===== src/rtl/multicycle_controller.sv =====
// multicycle_controller
//
// FSM that sequences a shared-memory multicycle RV32I datapath (one memory for
// instructions and data, one ALU reused for PC+4, branch target and execution).
// Outputs are Moore decodes of the state, except PCWrite (which includes the
// branch-taken term), ALUControl (decoded from ALUOp and funct fields) and ImmSrc
// (decoded from op).
//
// Optional feature macro: MC_CTRL_MEM_WAIT_EN
//   When defined, the mem_ready port exists and FETCH, MEMREAD and MEMWRITE hold
//   until mem_ready=1. When undefined, memory states always last one cycle.
//
// Ports
//   clk            rising-edge clock
//   reset          synchronous active-high reset; forces state to FETCH
//   op             instruction [6:0]
//   funct3         instruction [14:12]
//   funct7b5       instruction [30]
//   Zero           ALU zero flag
//   mem_ready      memory access complete (MC_CTRL_MEM_WAIT_EN only)
//   PCWrite        PC register enable
//   AdrSrc         memory address select: 0 PC, 1 Result
//   MemWrite       data memory write enable
//   IRWrite        instruction register / OldPC enable
//   ResultSrc      00 ALUOut, 01 Data, 10 ALUResult
//   ALUSrcA        00 PC, 01 OldPC, 10 A
//   ALUSrcB        00 B, 01 ImmExt, 10 constant 4
//   ImmSrc         00 I, 01 S, 10 B, 11 J
//   RegWrite       register file write enable
//   ALUControl     000 add, 001 sub, 010 and, 011 or, 101 slt
//   illegal_instr  one-cycle pulse in DECODE on an unsupported opcode

module multicycle_controller (
    input  logic       clk,
    input  logic       reset,
    input  logic [6:0] op,
    input  logic [2:0] funct3,
    input  logic       funct7b5,
    input  logic       Zero,
`ifdef MC_CTRL_MEM_WAIT_EN
    input  logic       mem_ready,
`endif
    output logic       PCWrite,
    output logic       AdrSrc,
    output logic       MemWrite,
    output logic       IRWrite,
    output logic [1:0] ResultSrc,
    output logic [1:0] ALUSrcA,
    output logic [1:0] ALUSrcB,
    output logic [1:0] ImmSrc,
    output logic       RegWrite,
    output logic [2:0] ALUControl,
    output logic       illegal_instr
);

    typedef enum logic [3:0] {
        StFetch    = 4'd0,
        StDecode   = 4'd1,
        StMemAdr   = 4'd2,
        StMemRead  = 4'd3,
        StMemWb    = 4'd4,
        StMemWrite = 4'd5,
        StExecuteR = 4'd6,
        StExecuteI = 4'd7,
        StAluWb    = 4'd8,
        StBeq      = 4'd9,
        StJal      = 4'd10
    } state_e;

    localparam logic [6:0] OpLoad   = 7'b0000011;
    localparam logic [6:0] OpStore  = 7'b0100011;
    localparam logic [6:0] OpRType  = 7'b0110011;
    localparam logic [6:0] OpIType  = 7'b0010011;
    localparam logic [6:0] OpBranch = 7'b1100011;
    localparam logic [6:0] OpJal    = 7'b1101111;

    state_e     state_q, state_d;
    state_e     dec_state;
    logic       mem_rdy;
    logic       pc_update;
    logic       branch;
    logic [1:0] alu_op;

`ifdef MC_CTRL_MEM_WAIT_EN
    assign mem_rdy = mem_ready;
`else
    assign mem_rdy = 1'b1;
`endif

    always_ff @(posedge clk) begin
        if (reset) begin
            state_q <= StFetch;
        end else begin
            state_q <= state_d;
        end
    end

    // Under reset the selects show FETCH values so the datapath is already
    // pointed at the PC when reset releases.
    assign dec_state = reset ? StFetch : state_q;

    always_comb begin
        state_d       = StFetch;
        pc_update     = 1'b0;
        branch        = 1'b0;
        alu_op        = 2'b00;
        AdrSrc        = 1'b0;
        MemWrite      = 1'b0;
        IRWrite       = 1'b0;
        ResultSrc     = 2'b00;
        ALUSrcA       = 2'b00;
        ALUSrcB       = 2'b00;
        RegWrite      = 1'b0;
        illegal_instr = 1'b0;

        case (dec_state)
            StFetch: begin
                ALUSrcB   = 2'b10;
                ResultSrc = 2'b10;
                // IR and PC only capture once the fetch has actually returned.
                IRWrite   = mem_rdy;
                pc_update = mem_rdy;
                state_d   = mem_rdy ? StDecode : StFetch;
            end
            StDecode: begin
                ALUSrcA = 2'b01;
                ALUSrcB = 2'b01;
                case (op)
                    OpLoad, OpStore: state_d = StMemAdr;
                    OpRType:         state_d = StExecuteR;
                    OpIType:         state_d = StExecuteI;
                    OpBranch:        state_d = StBeq;
                    OpJal:           state_d = StJal;
                    default: begin
                        state_d       = StFetch;
                        illegal_instr = 1'b1;
                    end
                endcase
            end
            StMemAdr: begin
                ALUSrcA = 2'b10;
                ALUSrcB = 2'b01;
                state_d = op[5] ? StMemWrite : StMemRead;
            end
            StMemRead: begin
                AdrSrc  = 1'b1;
                state_d = mem_rdy ? StMemWb : StMemRead;
            end
            StMemWb: begin
                ResultSrc = 2'b01;
                RegWrite  = 1'b1;
            end
            StMemWrite: begin
                AdrSrc   = 1'b1;
                MemWrite = 1'b1;
                state_d  = mem_rdy ? StFetch : StMemWrite;
            end
            StExecuteR: begin
                ALUSrcA = 2'b10;
                alu_op  = 2'b10;
                state_d = StAluWb;
            end
            StExecuteI: begin
                ALUSrcA = 2'b10;
                ALUSrcB = 2'b01;
                alu_op  = 2'b10;
                state_d = StAluWb;
            end
            StAluWb: begin
                RegWrite = 1'b1;
            end
            StBeq: begin
                ALUSrcA = 2'b10;
                alu_op  = 2'b01;
                branch  = 1'b1;
            end
            StJal: begin
                ALUSrcA   = 2'b01;
                ALUSrcB   = 2'b10;
                pc_update = 1'b1;
                state_d   = StAluWb;
            end
            default: begin
                state_d = StFetch;
            end
        endcase

        if (reset) begin
            pc_update     = 1'b0;
            branch        = 1'b0;
            IRWrite       = 1'b0;
            RegWrite      = 1'b0;
            MemWrite      = 1'b0;
            illegal_instr = 1'b0;
        end
    end

    assign PCWrite = pc_update | (branch & Zero);

    always_comb begin
        ALUControl = 3'b000;
        case (alu_op)
            2'b00: ALUControl = 3'b000;
            2'b01: ALUControl = 3'b001;
            default: begin
                case (funct3)
                    3'b000:  ALUControl = (op[5] & funct7b5) ? 3'b001 : 3'b000;
                    3'b010:  ALUControl = 3'b101;
                    3'b110:  ALUControl = 3'b011;
                    3'b111:  ALUControl = 3'b010;
                    default: ALUControl = 3'b000;
                endcase
            end
        endcase
    end

    always_comb begin
        ImmSrc = 2'b00;
        case (op)
            OpStore:  ImmSrc = 2'b01;
            OpBranch: ImmSrc = 2'b10;
            OpJal:    ImmSrc = 2'b11;
            default:  ImmSrc = 2'b00;
        endcase
    end

endmodule


===== config.mk =====
export PLATFORM = sky130hd
export DESIGN_NAME = multicycle_controller
export DESIGN_NICKNAME = d
export VERILOG_FILES = /design/src/rtl/multicycle_controller.sv
export SDC_FILE = /design/constraint.sdc
export NUM_CORES = 1
export LEC_CHECK = 0
export CAP_MARGIN = 25
export CORE_MARGIN = 2
export CORE_UTILIZATION = 34
export DETAILED_ROUTE_END_ITERATION = 8
export PLACE_DENSITY = 0.75
export SETUP_SLACK_MARGIN = 0.1
export SYNTH_ARGS = -nofsm -noshare
export SYNTH_HDL_FRONTEND = slang
export SYNTH_SLANG_ARGS = --single-unit

===== constraint.sdc =====
create_clock -name clk -period 1.4 [get_ports clk]
set_clock_uncertainty 0.15 [all_clocks]
set_input_delay 0.14 -clock clk [delete_from_list [all_inputs] [get_ports clk]]
set_output_delay 0.14 -clock clk [all_outputs]
set_load 0.01 [all_outputs]

# --- Yosys cells after proc, flatten, opt, wreduce, memory -nomap -nowiden ---
# Cells that the tools add are included.
totals:
  elab_cells: 63
  input_bits: 14
  output_inout_bits: 17
  register_bits: 4
op_classes:
  n_eq_ne: 20
  n_reduce_logical: 13
  n_mux: 26
  n_bitwise: 3
ops:
  columns: ["cell", "n"]
  rows:
  - ["$pmux W4 S5", 2]
  - ["$eq A4 B3 Y1 const B", 4]
  - ["$pmux W2 S2", 4]
  - ["$mux W1", 15]
  - ["$eq A7 B6 Y1 const B", 2]
  - ["$eq A7 B7 Y1 const B", 2]
  - ["$eq A4 B4 Y1 const B", 3]
  - ["$pmux W3 S4", 1]
  - ["$reduce_or A2 Y1", 6]
  - ["$eq A4 B2 Y1 const B", 2]
  - ["$eq A7 B2 Y1 const B", 1]
  - ["$eq A7 B5 Y1 const B", 1]
  - ["$eq A3 B3 Y1 const B", 2]
  - ["$pmux W2 S3", 1]
  - ["$pmux W3 S2", 1]
  - ["$reduce_or A3 Y1", 2]
  - ["$reduce_or A6 Y1", 1]
  - ["$eq A4 B1 Y1 const B", 1]
  - ["$logic_not A4 Y1", 1]
  - ["$mux W4", 1]
  - ["$reduce_or A4 Y1", 1]
  - ["$eq A3 B2 Y1 const B", 1]
  - ["$logic_not A3 Y1", 1]
  - ["$mux W3", 1]
  - ["4 further kinds", 5]

# --- Longest topological paths before layout ---
depth:
  word_depth: 6
  ltp_mapped: 5
  ltp_nobuf: 4

# --- Least setup slack after synthesis ---
# No wires, ideal clock.
synth_timing:
  path_type: "flip-flop to output port"
  from: "register state_q[3]"
  to: "output port ALUControl[0]"
  setup_slack_ns: -0.051
  required_time_ns: 1.110
  path_stages_with_launch: 5
  path_buffers: 0
  arrival_ns: 1.161
  cell_sequence: "dfxtp_1 -> and2b_2 -> nand2_2 -> or3_1 -> a21oi_1"
synth_between:
  elab_chain_cells: 6
  elab_cells_between_ends: 9
  classes_between: "eq/ne (4); mux (3); reduce/logical (2)"
synth_rtl:
  columns: ["item", "line_no", "source"]
  rows:
  - ["from (decl)", "77", "state_e state_q, state_d;"]
  - ["from (signal assigned)", "92", "state_q <= StFetch;"]
  - ["from (signal assigned)", "94", "state_q <= state_d;"]
  - ["$mux W4 *", "100", "assign dec_state = reset ? StFetch : state_q;"]
  - ["$eq A4 B3 Y1", "116", "case (dec_state)"]
  - ["$reduce_or A2 Y1 (no source line)", null, null]
  - ["$pmux W2 S2 *", "116", null]
  - ["$eq A2 B1 Y1 / $logic_not A2 Y1 (equally long branches)", "202", "case (alu_op)"]
  - ["$pmux W3 S2 *", "202", null]
  - ["to (decl)", "52", "output logic [2:0] ALUControl,"]
# Mark *: on every way between the ends. The rest lies on a longest branch, timed or not.

# --- Final worst setup path ---
layout_timing:
  from: "register state_q[3]"
  to: "output port PCWrite"
layout_between:
  elab_chain_cells: 6
  elab_cells_between_ends: 11
  classes_between: "eq/ne (2); mux (5); bitwise (2); reduce/logical (2)"
layout_rtl:
  columns: ["item", "line_no", "source"]
  rows:
  - ["$mux W4 *", "100", null]
  - ["$eq A4 B4 Y1 / $logic_not A4 Y1 (equally long branches)", "116", null]
  - ["$reduce_or A2 Y1 (no source line) / $mux W1 (equally long branches)", null, null]
  - ["$mux W1 (on tied branches)", "116, 188", null]
  - ["$mux W1 / $and A1 B1 Y1 (equally long branches)", "188, 198", null]
  - ["$or A1 B1 Y1 *", "198", "assign PCWrite = pc_update | (branch & Zero);"]
  - ["to (decl)", "43", "output logic PCWrite,"]
# Marks and branches as above.

==> reports/metrics.yaml <==
area_growth_pct: 131
path_clk_slew_ns: 0.03
outcome: "finished, violations left"
ant_nets: 0
whs_ns: 0.135
timing.rr.end: "state_q[3]"
cp-end-kind: "output pin"
cts.sinks: 4
synth_area_um2: 558
postLayoutCoreUtil_pct: 84.6
avgSynthCellArea_um2: 7.15
wl_per_cell_um: 15.7
tightest_slew_ns: 0.298
max_cap_viol_count: 0
gp_congestion: 0.790
worst-endpoint-arrival_ns: 1.49
die_x_um: 44.5
multiInputGateArea_um2: 604
synth_seq_cells: 4
synth_edf_count: 0
syn_nets: 92
violations: "negative setup slack"
cts_max_level: 1
ir_drop_mv: 0.436
antenna_found_initial: 0
slowest_delay_ns: 0.32
min_to: "state_q[2]"
largestRegisters: "state_q (4)"
die_y_um: 44.5
synth.largest_area_cell: "dfxtp_1"
drive_above_1_share_pct: 71.3
placed_cells: 147
rr_worst_depth: 4
cpMostUsedCell: "nor3_2"
rows: 14
drt_first_iter_violations: 20
clockRootBuffer: "clkbuf_4"
finalHoldViolCount: 0
pwr_density_cell_nw_per_um2: 393
regArea_um2: 87.6
critPathLaunchType: "flop"
start_util_pct: 36.6
leakagePower_nw: 0.582
worst-setup-path-type: "reg -> out"
avgViaCountPerCell: 5.56
crit_chain: "and2b_2 -> buf_4 -> nor3_2 -> a31oi_1 -> nor3_2 -> buf_2"
slew-limit-headroom_pct: 79.9
yosys_warnings: 0
async_flop_share_pct: 0
critical_path.max_fanout: 5
dr.pass1.iters: 4
yosysTopAreaCellShare_pct: 14.3
synth.distinct_cells: 37
grt_pass1_vias: 872
largest_reg_flops: 4
worstHoldPathType: "in -> reg"
grt_max_degree: 11
drv_slew: 0
via_count: 884
cts_buffers: 3
fin_ws_ns: -0.377
grt_use_total_pct: 24.7
hold_start: "op[4]"
setup_viol: 15
reg2reg_slack_ns: 0.01
dieArea_um2: 1980
core_um2: 1520
stdcell_count: 159
synth_common_cells: "nor2_1, nor3_1, nand2_1"
cp_top_family: "simple AND/OR/NAND/NOR gates"
fill_cells: 95
period_minus_slack_ns: 1.78
min_period_over_period_pct: 127
cp_num_buf_inv: 2
cts_tree: "built"
rsz0062_at_grt: "true"
synth_ff_type: "dfxtp_1"
wirelength_um: 2500
io_pins: 31
tns_ns: -3.07
grt.overflow.total: 0
cpMaxStageDelayCell: "dfxtp_2"
cts_max_path_buffers: 2
remaining_drc_errors: 0
postSynthCellCount: 78
yosysSeqAreaShare_pct: 14.3
regMostFlops: "state_q"
rr_startpoint: "state_q[0]"
grt_pass1_wl_um: 3680
portBuffers: 30
ys_top_cells_by_area: "dfxtp_1, nor3_1, nor4_4"
final_nets: 159
finalPower_w: 0.000507
clk_latency_ns: 0.24
place_hpwl_um: 1510
n_antenna_cell: 0
whs_path_depth: 3
clock.fmax_ghz: 0.563
required_ns: 1.11
how the worst max path moves through the flow:
stage / start / end / slack [ns] / cells past startpoint
CTS: state_q[3] / ALUControl[0] / -0.31 / 5
detailed placement: op[6] / ImmSrc[0] / -0.64 / 5
finish: state_q[3] / PCWrite / -0.38 / 6
floorplan: state_q[3] / ALUControl[0] / -0.01 / 4
global route: state_q[3] / PCWrite / -0.43 / 6
global placement: op[4] / illegal_instr / -0.61 / 6
logic make-up (layout without fill, tap and decap cells):
| logic type | after synthesis | after routing | synth area share [%] |
|---|---|---|---|
| DFF | 4 | 4 | 14.4 |
| muxes | 1 | 1 | 2.02 |
| xor gates and xnor gates | 3 | 3 | 4.71 |
| buffers and inverters | 10 | 75 | 9.19 |
| and+or+nand+nor | 44 | 44 | 48.7 |
| AOI/OAI and AO/OA | 16 | 16 | 21.1 |
placed cells by master, fill, tap and decap left out, types with 2 or more instances in the layout:
master           Yosys  routed
buf_4                0      26
buf_2                5      18
buf_6                1      11
nor2_1               9       8
nor3_2               0       6
clkdlybuf4s50_1      0       5
nand2_2              1       4
nand2_1              7       4
nor4_4               2       4
inv_1                4       3
a21oi_2              0       3
clkbuf_4             0       3
dfxtp_2              0       3
nand2b_4             0       2
and2b_2              1       2
nor3_1               9       2
a31oi_1              2       2
clkbuf_2             0       2
clkdlybuf4s15_2      0       2
clkdlybuf4s15_1      0       2
power breakdown:
part           switching, W  internal (W)  leakage [nW]  total, W
clock             0.0000473     0.0000959        0.0138  0.000143
sequential       0.00000546      0.000117        0.0346  0.000123
combinational      0.000113      0.000128         0.534  0.000241
stage by stage:
step	worst slack, ns	instance area, µm²
2_1_floorplan	-0.0142	586
6_report	-0.377	1290
5_1_grt	-0.429	1290
3_5_place_dp	-0.644	1090
4_1_cts	-0.314	1200
3_3_place_gp	-0.614	1090
per-layer routing:
| metal | global-route usage, % | share of wire [%] | vias up | wire, µm |
|---|---|---|---|---|
| met5 | 0 | 0 | - | 0 |
| met4 | 8.48 | 1.7 | 0 | 43 |
| met3 | 5.71 | 5.6 | 6 | 139 |
| met2 | 46.7 | 56 | 39 | 1410 |
| met1 | 26.2 | 36 | 424 | 907 |
| li1 | - | - | 415 | - |
cell type report:
type / count / area share [%]
Multi-Input combinational cell: 64 / 46.8
Timing Repair Buffer: 68 / 41.9
Sequential cell: 4 / 6.79
Clock buffer: 3 / 1.75
Tap cell: 16 / 1.55
Inverter: 4 / 1.16
worst register-to-register path, cell delays in order (launching register included):
cell	delay, ns
dfxtp_4	0.38
buf_4	0.15
nor2_1	0.07
mux2_2	0.27
a32o_1	0.26
what timing repair did:
item / CTS / global route
resized for setup: 112 / 23
pin swaps: 11 / 11
setup endpoints to repair: 21 / 21
setup buffers: 6 / 4
hold buffers: 0 / 0
(Power assumes the default switching activity.)
